$ cat config.mk
export PLATFORM = sky130hd
export DESIGN_NAME = booth_multiplicador_n
export DESIGN_NICKNAME = d
export VERILOG_FILES = /design/src/rtl/booth_pkg.sv /design/src/rtl/booth_camino_datos.sv /design/src/rtl/booth_multiplicador_n.sv
export SDC_FILE = /design/constraint.sdc
export NUM_CORES = 1
export LEC_CHECK = 0
export CELL_PAD_IN_SITES_DETAIL_PLACEMENT = 1
export CELL_PAD_IN_SITES_GLOBAL_PLACEMENT = 1
export CORE_MARGIN = 2
export CORE_UTILIZATION = 36
export DETAILED_ROUTE_END_ITERATION = 10
export MAX_ROUTING_LAYER = met4
export PLACE_DENSITY = 0.79
export SETUP_SLACK_MARGIN = 0.4
export SLEW_MARGIN = 10
export SYNTH_ARGS = -nofsm -noshare
export SYNTH_HDL_FRONTEND = slang
export SYNTH_SLANG_ARGS = --single-unit
$ cat constraint.sdc
create_clock -name clk -period 1.99 [get_ports clk]
set_input_delay 0.398 -clock clk [delete_from_list [all_inputs] [get_ports clk]]
set_output_delay 0.398 -clock clk [all_outputs]
set_load 0.01 [all_outputs]
$ cat src/rtl/booth_pkg.sv
// Shared definitions for the radix-2 Booth multiplier: FSM states, Booth operation codes
// and the recoding helper.
package booth_pkg;

  typedef enum logic [1:0] {
    IDLE  = 2'd0,
    OP    = 2'd1,
    SHIFT = 2'd2,
    DONE  = 2'd3
  } estado_t;

  localparam logic [1:0] NOP   = 2'd0;
  localparam logic [1:0] SUMA  = 2'd1;
  localparam logic [1:0] RESTA = 2'd2;

  function automatic logic [1:0] booth_op(input logic q0, input logic qsub1);
    case ({q0, qsub1})
      2'b10:   booth_op = RESTA;
      2'b01:   booth_op = SUMA;
      default: booth_op = NOP;
    endcase
  endfunction

endpackage

$ cat src/rtl/booth_camino_datos.sv
// Booth datapath: A/M/Q/qsub1 registers, add/subtract unit and a variable arithmetic right
// shifter over {A,Q,qsub1}.
module booth_camino_datos #(
  parameter int WIDTH = 4,
  parameter int CNT_W = $clog2(WIDTH + 1)
) (
  input  logic               clk,
  input  logic               reset,
  input  logic               CargaQ,
  input  logic               CargaM,
  input  logic               CargaA,
  input  logic               LimpiaA,
  input  logic               Resta,
  input  logic               DesplazaAQ,
  input  logic [CNT_W-1:0]   desplazamiento,
  input  logic [WIDTH-1:0]   multiplicando,
  input  logic [WIDTH-1:0]   multiplicador,
  output logic [WIDTH-1:0]   q,
  output logic               qsub1,
  output logic [2*WIDTH-1:0] producto_desp
);

  logic [WIDTH:0]          a_r;
  logic [WIDTH:0]          m_r;
  logic [WIDTH-1:0]        q_r;
  logic                    qsub1_r;
  logic [WIDTH:0]          suma_s;
  logic signed [2*WIDTH+1:0] cadena_s;
  logic [2*WIDTH+1:0]      desp_s;

  // M is one bit wider than the operand so that negating the most negative value cannot overflow
  assign suma_s        = Resta ? (a_r - m_r) : (a_r + m_r);
  assign cadena_s      = {a_r, q_r, qsub1_r};
  assign desp_s        = cadena_s >>> desplazamiento;
  assign producto_desp = desp_s[2*WIDTH:1];
  assign q             = q_r;
  assign qsub1         = qsub1_r;

  // Operand, accumulator and multiplier registers
  always_ff @(posedge clk) begin
    if (!reset) begin
      a_r     <= {(WIDTH+1){1'b0}};
      m_r     <= {(WIDTH+1){1'b0}};
      q_r     <= {WIDTH{1'b0}};
      qsub1_r <= 1'b0;
    end else begin
      if (CargaM) begin
        m_r <= {multiplicando[WIDTH-1], multiplicando};
      end
      if (LimpiaA) begin
        a_r <= {(WIDTH+1){1'b0}};
      end else if (CargaA) begin
        a_r <= suma_s;
      end else if (DesplazaAQ) begin
        a_r <= desp_s[2*WIDTH+1:WIDTH+1];
      end
      if (CargaQ) begin
        q_r     <= multiplicador;
        qsub1_r <= 1'b0;
      end else if (DesplazaAQ) begin
        q_r     <= desp_s[WIDTH:1];
        qsub1_r <= desp_s[0];
      end
    end
  end

endmodule

$ cat src/rtl/booth_multiplicador_n.sv
// Sequential signed radix-2 Booth multiplier with start/busy/Fin handshake.
// Optional macro BOOTH_EARLY_FIN_EN collapses the remaining shifts once no add/sub can occur.
module booth_multiplicador_n
  import booth_pkg::*;
#(
  parameter int WIDTH = 4,
  parameter int CNT_W = $clog2(WIDTH + 1)
) (
  input  logic               clk,
  input  logic               reset,
  input  logic               start,
  input  logic [WIDTH-1:0]   multiplicando,
  input  logic [WIDTH-1:0]   multiplicador,
  output logic [2*WIDTH-1:0] producto,
  output logic               busy,
  output logic               Fin
);

  estado_t              state_r, state_s;
  logic [CNT_W-1:0]     cnt_r;
  logic [CNT_W-1:0]     rem_s;
  logic [CNT_W-1:0]     desp_s;
  logic [1:0]           op_s;
  logic                 carga_s, carga_a_s, resta_s, desplaza_s, temprano_s;
  logic [WIDTH-1:0]     q_s;
  logic                 qsub1_s;
  logic [2*WIDTH-1:0]   producto_desp_s;

  assign rem_s = CNT_W'(WIDTH) - cnt_r;

`ifdef BOOTH_EARLY_FIN_EN
  logic [WIDTH-1:0] mascara_s;
  // After cnt shifts only the low WIDTH-cnt bits of Q are still unconsumed multiplier bits
  assign mascara_s  = {WIDTH{1'b1}} >> cnt_r;
  assign temprano_s = (((q_s ^ {WIDTH{qsub1_s}}) & mascara_s) == {WIDTH{1'b0}});
`else
  assign temprano_s = 1'b0;
`endif

  // Next-state and datapath control decode
  always_comb begin
    state_s    = state_r;
    op_s       = NOP;
    carga_s    = 1'b0;
    carga_a_s  = 1'b0;
    resta_s    = 1'b0;
    desplaza_s = 1'b0;
    desp_s     = CNT_W'(1);
    case (state_r)
      IDLE: begin
        if (start) begin
          carga_s = 1'b1;
          state_s = OP;
        end else begin
          state_s = IDLE;
        end
      end
      OP: begin
        op_s      = booth_op(q_s[0], qsub1_s);
        carga_a_s = (op_s != NOP);
        resta_s   = (op_s == RESTA);
        state_s   = SHIFT;
      end
      SHIFT: begin
        desplaza_s = 1'b1;
        // An early finish is only seen when the preceding OP was a NOP, so A is already final
        if (temprano_s) begin
          desp_s  = rem_s;
          state_s = DONE;
        end else if (cnt_r == CNT_W'(WIDTH - 1)) begin
          state_s = DONE;
        end else begin
          state_s = OP;
        end
      end
      DONE: begin
        state_s = IDLE;
      end
      default: begin
        state_s = IDLE;
      end
    endcase
  end

  // State, iteration counter and registered handshake/product outputs
  always_ff @(posedge clk) begin
    if (!reset) begin
      state_r  <= IDLE;
      cnt_r    <= {CNT_W{1'b0}};
      producto <= {(2*WIDTH){1'b0}};
      busy     <= 1'b0;
      Fin      <= 1'b0;
    end else begin
      state_r <= state_s;
      if (carga_s) begin
        cnt_r <= {CNT_W{1'b0}};
      end else if (desplaza_s) begin
        cnt_r <= cnt_r + CNT_W'(1);
      end
      busy <= (state_s == OP) || (state_s == SHIFT);
      Fin  <= (state_s == DONE);
      if (state_s == DONE) begin
        producto <= producto_desp_s;
      end
    end
  end

  booth_camino_datos #(
    .WIDTH (WIDTH),
    .CNT_W (CNT_W)
  ) u_camino (
    .clk            (clk),
    .reset          (reset),
    .CargaQ         (carga_s),
    .CargaM         (carga_s),
    .CargaA         (carga_a_s),
    .LimpiaA        (carga_s),
    .Resta          (resta_s),
    .DesplazaAQ     (desplaza_s),
    .desplazamiento (desp_s),
    .multiplicando  (multiplicando),
    .multiplicador  (multiplicador),
    .q              (q_s),
    .qsub1          (qsub1_s),
    .producto_desp  (producto_desp_s)
  );

endmodule

---- After elaboration in Yosys (flattened, before gate mapping) ----
Index checks and enable logic that the tools add are counted.
word-level totals
  word-level logic and storage cells ...... 45
  input port bits ......................... 11
  register bits after elaboration ......... 29
operators by class
  equal/unequal tests ..................... 10
  add/subtract/negate cells ............... 3
  bitwise gates (word level) .............. 1
  reductions and logical operators ........ 6
  multiplexer cells ....................... 15
operators by type and width
  kind                 count
  $eq 2x2->1 const B   6
  $mux 4               3
  $mux 5               2
  $pmux 2 s4           1
  $eq 2x1->1 const B   3
  $mux 1               6
  $reduce_bool 2->1    3
  $add 5x5->5          1
  $sub 5x5->5          1
  $mux 2               2
  $pmux 2 s2           1
  $add 3x1->3 const B  1
  $eq 3x2->1 const B   1
  $logic_not 2->1      1
  $reduce_or 2->1      1
  $logic_or 1x1->1     1
  $not 1->1            1

---- Logic depth before layout (Yosys ltp) ----
  depth in word-level cells ............... 7
  gate-level depth with buffers ........... 11
  depth with buffers taken out ............ 11

---- By module ----
From an unflattened synthesis, not the netlist that was laid out.
second synthesis, totals
  cell total of the unflattened synthesis .. 216
  area, all modules ....................... 1885.6 sq um
modules (own cells, without submodules)
  module                 instances  cells each  seq. area each (sq um)  area an instance (sq um)
  booth_camino_datos     1          154         280.3                   1244.9
  booth_multiplicador_n  1          62          300.3                   640.6

---- Worst setup path before layout ----
OpenSTA, ideal clock, no wires.
  kind .................................... reg2reg
  from .................................... register state_r[1]
  to ...................................... register u_camino.a_r[4]
  arrival time ............................ 2.059 ns
  stages on the path, launching flop included .. 10
  slack ................................... -0.136 ns
  required time ........................... 1.923 ns
  library setup time ...................... 0.067 ns
  clock period less this slack ............ 2.126 ns
  cell sequence ........................... dfxtp_1 -> buf_2 -> nand3b_1 -> o21ai_0 -> fa_1 -> nand2b_1 -> a21oi_1 -> or4_1 -> a21o_1 -> a21oi_2
on the way
  word-level cells in the longest chain between the ends .. 4
ends and longest elaborated chain
  item                    line                         text
  start, declared         booth_multiplicador_n.sv:19  estado_t state_r, state_s;
  start signal, assigned  booth_multiplicador_n.sv:94  state_r <= state_s;
  $eq 2x1->1              -
  $mux 1                  booth_multiplicador_n.sv:49  case (state_r)
  $mux 5                  booth_camino_datos.sv:32     assign suma_s = Resta ? (a_r - m_r) : (a_r + m_r);
  $mux 5                  booth_camino_datos.sv:52     end else if (CargaA) begin
  end signal, assigned    booth_camino_datos.sv:51     a_r <= {(WIDTH+1){1'b0}};
  end signal, assigned    booth_camino_datos.sv:53     a_r <= suma_s;
  end signal, assigned    booth_camino_datos.sv:55     a_r <= desp_s[2*WIDTH+1:WIDTH+1];
  end, declared           booth_camino_datos.sv:23     logic [WIDTH:0] a_r;
Parallel ways exist; a longest one is shown, timed or not. The select of a mux whose other input is x is not followed.
A chain may end at the register's enable or synchronous reset.

---- Worst setup path in the final report ----
  from .................................... register u_camino.qsub1_r (netlist: u_camino.qsub1)
  to ...................................... register u_camino.a_r[4]
on the way
  word-level cells in the longest chain between the ends .. 7
ends and longest elaborated chain
  item                                             line                         text
  start, declared                                  booth_camino_datos.sv:26     logic qsub1_r;
  start signal, assigned                           booth_camino_datos.sv:62     qsub1_r <= desp_s[0];
  $eq 2x1->1 / $eq 2x2->1 (equally long branches)  booth_pkg.sv:17              case ({q0, qsub1})
  $pmux 2 s2 (*)                                   booth_pkg.sv:17
  $mux 2 (*)                                       booth_multiplicador_n.sv:49
  $eq 2x2->1                                       booth_multiplicador_n.sv:61  resta_s = (op_s == RESTA);
  $mux 1                                           booth_multiplicador_n.sv:49
  $mux 5                                           booth_camino_datos.sv:32
  $mux 5                                           booth_camino_datos.sv:52
Every way passes the cells marked *; elsewhere a longest branch is shown, timed or not. The select of a mux whose other input is x is not followed.

==> impl_metrics.env <==
export IMPL_status="complete, but fails checks"
export IMPL_failing_checks="setup timing"
export IMPL_crit_fanout=2
export IMPL_timing_final_max_slew_violations=0
export IMPL_hold_worst_slack_ns=0.502
export IMPL_crit_path_top_delay_cell="or4_4"
export IMPL_worstSetupPathType="reg2reg"
export IMPL_drtPass1Iterations=4
export IMPL_grt_setup_unrepaired="yes"
export IMPL_total_clock_buffers_created_by_cts=5
export IMPL_max_stage_delay_ns=0.42
export IMPL_synth_yosys_warnings=0
export IMPL_max_clock_freq_ghz=0.455
export IMPL_max_slew_worst_pin_slew_ns=0.291
export IMPL_io_pin_count=21
export IMPL_synthDistinctLibCells=32
export IMPL_final_util_pct=58.8
export IMPL_worst_slew_margin_rel_pct=80.5
export IMPL_ys_dominant_reg_cell="dfxtp_1"
export IMPL_reg2reg_slack_ns=-0.21
export IMPL_grt_max_degree=21
export IMPL_floorplan_die_area_sq_um=4470
export IMPL_port_buffers=20
export IMPL_core_area_sq_um=3740
export IMPL_critical_path_reg2reg_endpoint="u_camino.a_r[4]"
export IMPL_clk_root_buffer_cell="clkbuf_8"
export IMPL_cts_buffer_depth=2
export IMPL_multi_input_area_sq_um=925
export IMPL_cts_sinks=29
export IMPL_synth_yosys_seq_area_share_pct=40.8
export IMPL_power_share_combinational_pct=23.9
export IMPL_synth_seq_cells=29
export IMPL_reg2reg_from="u_camino.qsub1"
export IMPL_num_fill_cells=418
export IMPL_nets=228
export IMPL_cts_hold_repair_buffers=0
export IMPL_grt_first_pass_wirelength_um=6580
export IMPL_power_density_cell_area_nw_per_um2=665
export IMPL_routedWlPerCell_um=17.6
export IMPL_drtIter0Drc=53
export IMPL_post_synth_top_area_cell="dfxtp_1"
export IMPL_min_path_cells=2
export IMPL_final_hold_violation_count=0
export IMPL_gr_usage_all_layers_pct=21.0
export IMPL_cts_max_level=2
export IMPL_cellInternalPower_mw=1.07
export IMPL_cts_tree="done"
export IMPL_hpwl_um=2760
export IMPL_area_growth_synth_to_final_pct=54.6
export IMPL_start_util_pct=38.0
export IMPL_die_width_um=66.9
export IMPL_worst_hold_startpoint="cnt_r[2]"
export IMPL_final_setup_skew_ns=0.00409
export IMPL_gp_routability_congestion=0.860
export IMPL_postLayoutSetupSlackWorst_ns=-0.207
export IMPL_number_of_global_route_vias_before_repair=1370
export IMPL_inserted_diodes=0
export IMPL_worstPathCellList="inv_2 > ha_4 > and3b_2 > nor2_2 > xnor2_1 > ha_1 > nand2b_4 > a21oi_2 > or4_4 > a21o_1 > a21oi_2"
export IMPL_power_switching_mw=0.394
export IMPL_postSynthCellCount=154
export IMPL_power_sequential_fraction_pct=42.7
export IMPL_timing_critical_path_max_delay_family="simple AND/OR/NAND/NOR gates"
export IMPL_netlist_area_leader_share_pct=40.8
export IMPL_route_vias_total=1314
export IMPL_overflow=0
export IMPL_std_cell_rows=22
export IMPL_share_clk_of_total_power_pct=33.3
export IMPL_async_reset_ff_share_pct=0
export IMPL_max_vdd_ir_drop_uv=444
export IMPL_cp_num_buf_inv=1
export IMPL_synth_enable_flop_cells=0
export IMPL_switching_share_pct=26.9
export IMPL_crit_path_launch_type="register"
export IMPL_total_power_mw=1.46
export IMPL_leakagePower_nw=0.917
export IMPL_fin_crit_sh_pct=110
export IMPL_ff_latch_area_sq_um=591
export IMPL_grt_antenna_before_repair=0
export IMPL_crit_required_ns=2.21
export IMPL_worst_hold_path_endpoint="cnt_r[2]"
export IMPL_drt_vias_per_instance=5.15
export IMPL_max_cap_viol_count=0
export IMPL_clk_insertion_delay_late_ns=0.29
export IMPL_net_count_after_synthesis=175
export IMPL_layout_drive_gt1_share_pct=35.7
export IMPL_post_synth_instance_area_sq_um=1420
export IMPL_worstSetupEndpointType="register"
export IMPL_setup_violations_final=1
export IMPL_min_delay_worst_type="reg2reg"
export IMPL_totalWireLength_um=4500
export IMPL_timing_final_crit_period_ns=2.20
export IMPL_worst_r2r_path_depth=11
export IMPL_syn_mean_instance_area_sq_um=9.24
export IMPL_yosys_top_cells_area="dfxtp_1 (41%), mux2i_1 (9.9%), ha_1 (7.9%), nor2b_1 (6.6%), nor2_1 (4.5%)"
export IMPL_die_height_um=66.9
export IMPL_antenna_viol_nets_final=0
export IMPL_drcViolationCount=0
export IMPL_clk_pin_slew_worst_paths_ns=0.06
export IMPL_cp_arrival_ns=2.42
export IMPL_most_common_cell_type_on_the_critical_path="a21oi_2"
[repair_timing]
action,CTS,global route
resized for setup,12,35
endpoints found under the setup margin,12,23
endpoints found under the hold margin,0,0
pin swaps,5,11
buffers inserted,7,8
[registers in the layout (all words and copies together), names as in the netlist]
signal          count
u_camino.qsub1      1
u_camino.m_r        4
cnt_r               3
Fin                 1
u_camino.a_r        5
producto            8
u_camino.q          4
busy                1
state_r             2
[power by group through the flow]
stage          combinational, mW  sequential (mW)  clock (mW)
3_5_place_dp               0.254            0.634           0
6_report                   0.350            0.625       0.487
4_1_cts                    0.279            0.622       0.499
3_3_place_gp               0.241            0.633           0
2_1_floorplan              0.150            0.633           0
5_1_grt                    0.378            0.627       0.526
[cells in the mapped netlist, types with 3 or more instances]
master / number
ha_1: 9
dfxtp_1: 29
nor2_1: 17
clkbuf_1: 5
a21oi_1: 10
nand2b_1: 6
o21ai_0: 5
nor2b_1: 15
a211oi_1: 3
and2_1: 5
inv_1: 8
nand2_1: 3
mux2i_1: 14
[layout make-up]
cell class	count	area share (%)
Timing Repair Buffer	52	22.8
Inverter	9	1.65
Sequential cell	29	26.8
Tap cell	48	2.73
Clock buffer	7	3.92
Multi-Input combinational cell	110	42.0
[how the worst max path moves through the flow]
stage / start / to / slack, ns / depth (start not counted)
after floorplan: u_camino.qsub1 / u_camino.a_r[4] / -0.10 / 11
after global routing: u_camino.qsub1 / u_camino.a_r[4] / -0.30 / 11
after global placement: u_camino.qsub1 / u_camino.a_r[4] / -0.15 / 11
after CTS: u_camino.qsub1 / u_camino.a_r[4] / -0.22 / 11
after detailed placement: u_camino.qsub1 / u_camino.a_r[4] / -0.22 / 11
final: u_camino.qsub1 / u_camino.a_r[4] / -0.21 / 11
[worst register-to-register path: stages, from the launching register on]
cell and delay (ns):
dfxtp_2 0.32, inv_2 0.05, ha_4 0.15, and3b_2 0.21, nor2_2 0.10, xnor2_1 0.12, ha_1 0.30, nand2b_4 0.10
a21oi_2 0.06, or4_4 0.42, a21o_1 0.19, a21oi_2 0.12
[metrics by stage]
step | std cells | setup slack [ns] | cell area [sq um] | TNS, ns
floorplan | 154 | -0.101 | 1460 | -0.101
global placement | 233 | -0.152 | 1820 | -0.152
detailed placement | 233 | -0.224 | 1820 | -0.224
CTS | 247 | -0.216 | 2000 | -0.293
global route | 255 | -0.296 | 2200 | -0.376
finish | 255 | -0.207 | 2200 | -0.207
[cell usage in the layout (no fill, tap or decap), types with 2 or more instances in the layout]
cell type and instances:
nand2b_4 2, mux2i_1 14, clkdlybuf4s50_1 16, inv_1 6, inv_2 2, a21o_1 2, nor2_2 3, xnor2_1 2
dlymetal6s2s_1 4, nor2_1 13, xor2_1 2, nand2b_1 3, dfxtp_2 5, buf_6 7, a21oi_2 3, a21oi_1 8
o21ai_0 3, nor2b_1 14, clkbuf_8 6, a211oi_1 3, buf_12 2, and2_1 5, a221oi_2 2, buf_4 23
ha_1 6, dfxtp_1 23, ha_4 3, nand2_1 2
[cells by family after synthesis]
family                   after synthesis  synth area share (%)
AND/OR/NAND/NOR                       55                  21.3
flip-flops                            29                  40.8
AO/OA/AOI/OAI                         27                  12.2
buffers and inverters                 15                  4.05
multiplexers                          14                  9.85
adder cells (fa/ha/maj)               10                  9.32
XOR/XNOR                               4                  2.46
[metal layers]
layer	track usage [%]	part of all wire, %	up-vias
li1	-	-	631
met1	23.7	43	649
met2	36.9	53	24
met3	4.56	2.6	10
met4	6.89	2.0	0
met5	-	0	-
Power figures use the tool's default switching activity.
==> RTL change, RTL diff (same settings) <==
Make the reset (`reset`) asynchronous in 2 clocked blocks.
--- a/src/rtl/booth_camino_datos.sv
+++ b/src/rtl/booth_camino_datos.sv
@@ -37,7 +37,7 @@
   assign qsub1         = qsub1_r;
 
   // Operand, accumulator and multiplier registers
-  always_ff @(posedge clk) begin
+  always_ff @(posedge clk or negedge reset) begin
     if (!reset) begin
       a_r     <= {(WIDTH+1){1'b0}};
       m_r     <= {(WIDTH+1){1'b0}};
--- a/src/rtl/booth_multiplicador_n.sv
+++ b/src/rtl/booth_multiplicador_n.sv
@@ -83,7 +83,7 @@
   end
 
   // State, iteration counter and registered handshake/product outputs
-  always_ff @(posedge clk) begin
+  always_ff @(posedge clk or negedge reset) begin
     if (!reset) begin
       state_r  <= IDLE;
       cnt_r    <= {CNT_W{1'b0}};
Check against the original RTL: differs if reset is asserted again (counterexample within 4 cycles, from zero or initial values and one cycle with reset low); with reset held inactive, the same outputs for 10 cycles.
==> RTL change against the unedited design <==
- the run still ends with negative setup slack left
- sequential share of layout area increased by 4.8 points
- die area shrank 0.40%
- sequential cell count unchanged
- routed wire length grew 18%
- final area rose by 4.2%
- setup slack worse by 0.19 ns
- area after synthesis decreased by 0.44%
- count of clock-buffer cells in the layout decreased by 2
- highest routed layer unchanged
- cell count fell by 5.1%
- synthesized cell count is 18% lower
- global-route usage up 3.6 points
Power is left out: it rests on default switching activity, and per cell area and clock period it moved more than threefold.
==> RTL change: results <==
group,metric,value,unit
run_status,status,"complete, but fails checks",
run_status,violations,"negative setup slack",
yosys,ys_seq_area_frac,0.5124,
sta,setup_viol_count_final,4,
yosys,synthArstFlopShare,1.000,
routing,viasPerCell,5.413,
cells_and_area,drive_gt1_frac,0.4639,
sta,finClkSkew,0.008846,ns
grt,grt_pass1_vias,1482,
yosys,syn-num-nets,148,
placed_design,place_congestion,0.8861,
setup_path,cp_max_fo,4,
setup_path,cp.arrival,2.60,ns
yosys,ys_types,36,
yosys,ys_top_cells_by_count,"29 x dfrtp_1, 12 x nand2_1, 9 x ha_1, 9 x mux2_2, 8 x o21ai_0",
routing,wl_per_cell,21.83,microns
yosys,yosys-top-cells-area,"dfrtp_1 51%, ha_1 8.0%, mux2_2 7.2%, a22oi_1 3.2%, nand2_1 3.2%",
yosys,syn_area_per_cell,11.15,sq um
clock_tree,clk_path_buf_depth,2,
grt,grt_first_pass_wirelength,7.631,mm
clock_tree,path_clk_slew,0.06,ns
sta,setup_slack,-0.3947,ns
setup_path,slowest_delay,0.48,ns
placed_design,place_hpwl,2.885,mm
placed_design,dpl_cell_area,1881,sq um
sta,finalSetupTns,-1.199,ns
routing,drt_iter0_markers,98,
placed_design,post-place-ws,-0.3849,ns
grt,grt_usage,0.2460,
cells_and_area,final_nets,216,
min_path,hp-class,"primary input to async pin",
placed_design,io_buffers,20,
grt,grt_max_degree,30,
cells_and_area,fillers,378,
routing,wl,5.284,mm
sta,worst_slew_pin_slew,0.3746,ns
[RTL change: worst max-delay path, delay by kind of cell (launching register included)]
family / cells / cell delay, ns
AO/OA/AOI/OAI: 2 / 0.29
adder cells (fa/ha/maj): 2 / 0.40
buffers and inverters: 1 / 0.09
flip-flops: 1 / 0.38
multiplexers: 1 / 0.30
AND/OR/NAND/NOR: 3 / 0.86
[RTL change: per-layer routing]
metal  part of all wire  track usage
met1               0.44       0.3056
met2               0.49       0.3800
met3              0.026      0.04730
met4              0.039       0.1301
met5                  0            -
[RTL change: repair_timing]
item	4_1_cts	5_1_grt
cloned	0	0
setup endpoints to repair	15	26
setup buffers	17	4
resized for setup	27	19
pin swaps	13	5
[RTL change: final timing paths]
check	startpoint	to	slack (ns)	cells after the start
worst max-delay path	u_camino.qsub1	u_camino.a_r[4]	-0.39	9
worst min-delay path	reset	producto[7]	0.50	2
worst max register to register	u_camino.qsub1	u_camino.a_r[4]	-0.39	9
worst min register to register	producto[0]	producto[0]	0.51	1
max in group asynchronous	reset	state_r[1]	1.21	2
min in group clk	producto[0]	producto[0]	0.51	1
[RTL change: cell type report]
class / instances / area, sq um / area share
Sequential cell: 29 / 725.7 / 0.3166
Timing Repair Buffer: 65 / 593.1 / 0.2587
Tap cell: 48 / 60.06 / 0.02620
Clock buffer: 5 / 68.82 / 0.03002
Inverter: 8 / 30.03 / 0.01310
Multi-Input combinational cell: 86 / 809.5 / 0.3532
Clock inverter: 1 / 5.005 / 0.002183
[RTL change: cell families after synthesis]
group                    Yosys count  share of synthesized area
AO/OA/AOI/OAI                     32                     0.1396
XOR/XNOR                           4                    0.02474
adder cells (fa/ha/maj)           10                    0.09364
AND/OR/NAND/NOR                   29                     0.1060
flip-flops                        29                     0.5124
buffers and inverters             12                    0.03710
multiplexers                      11                    0.08657
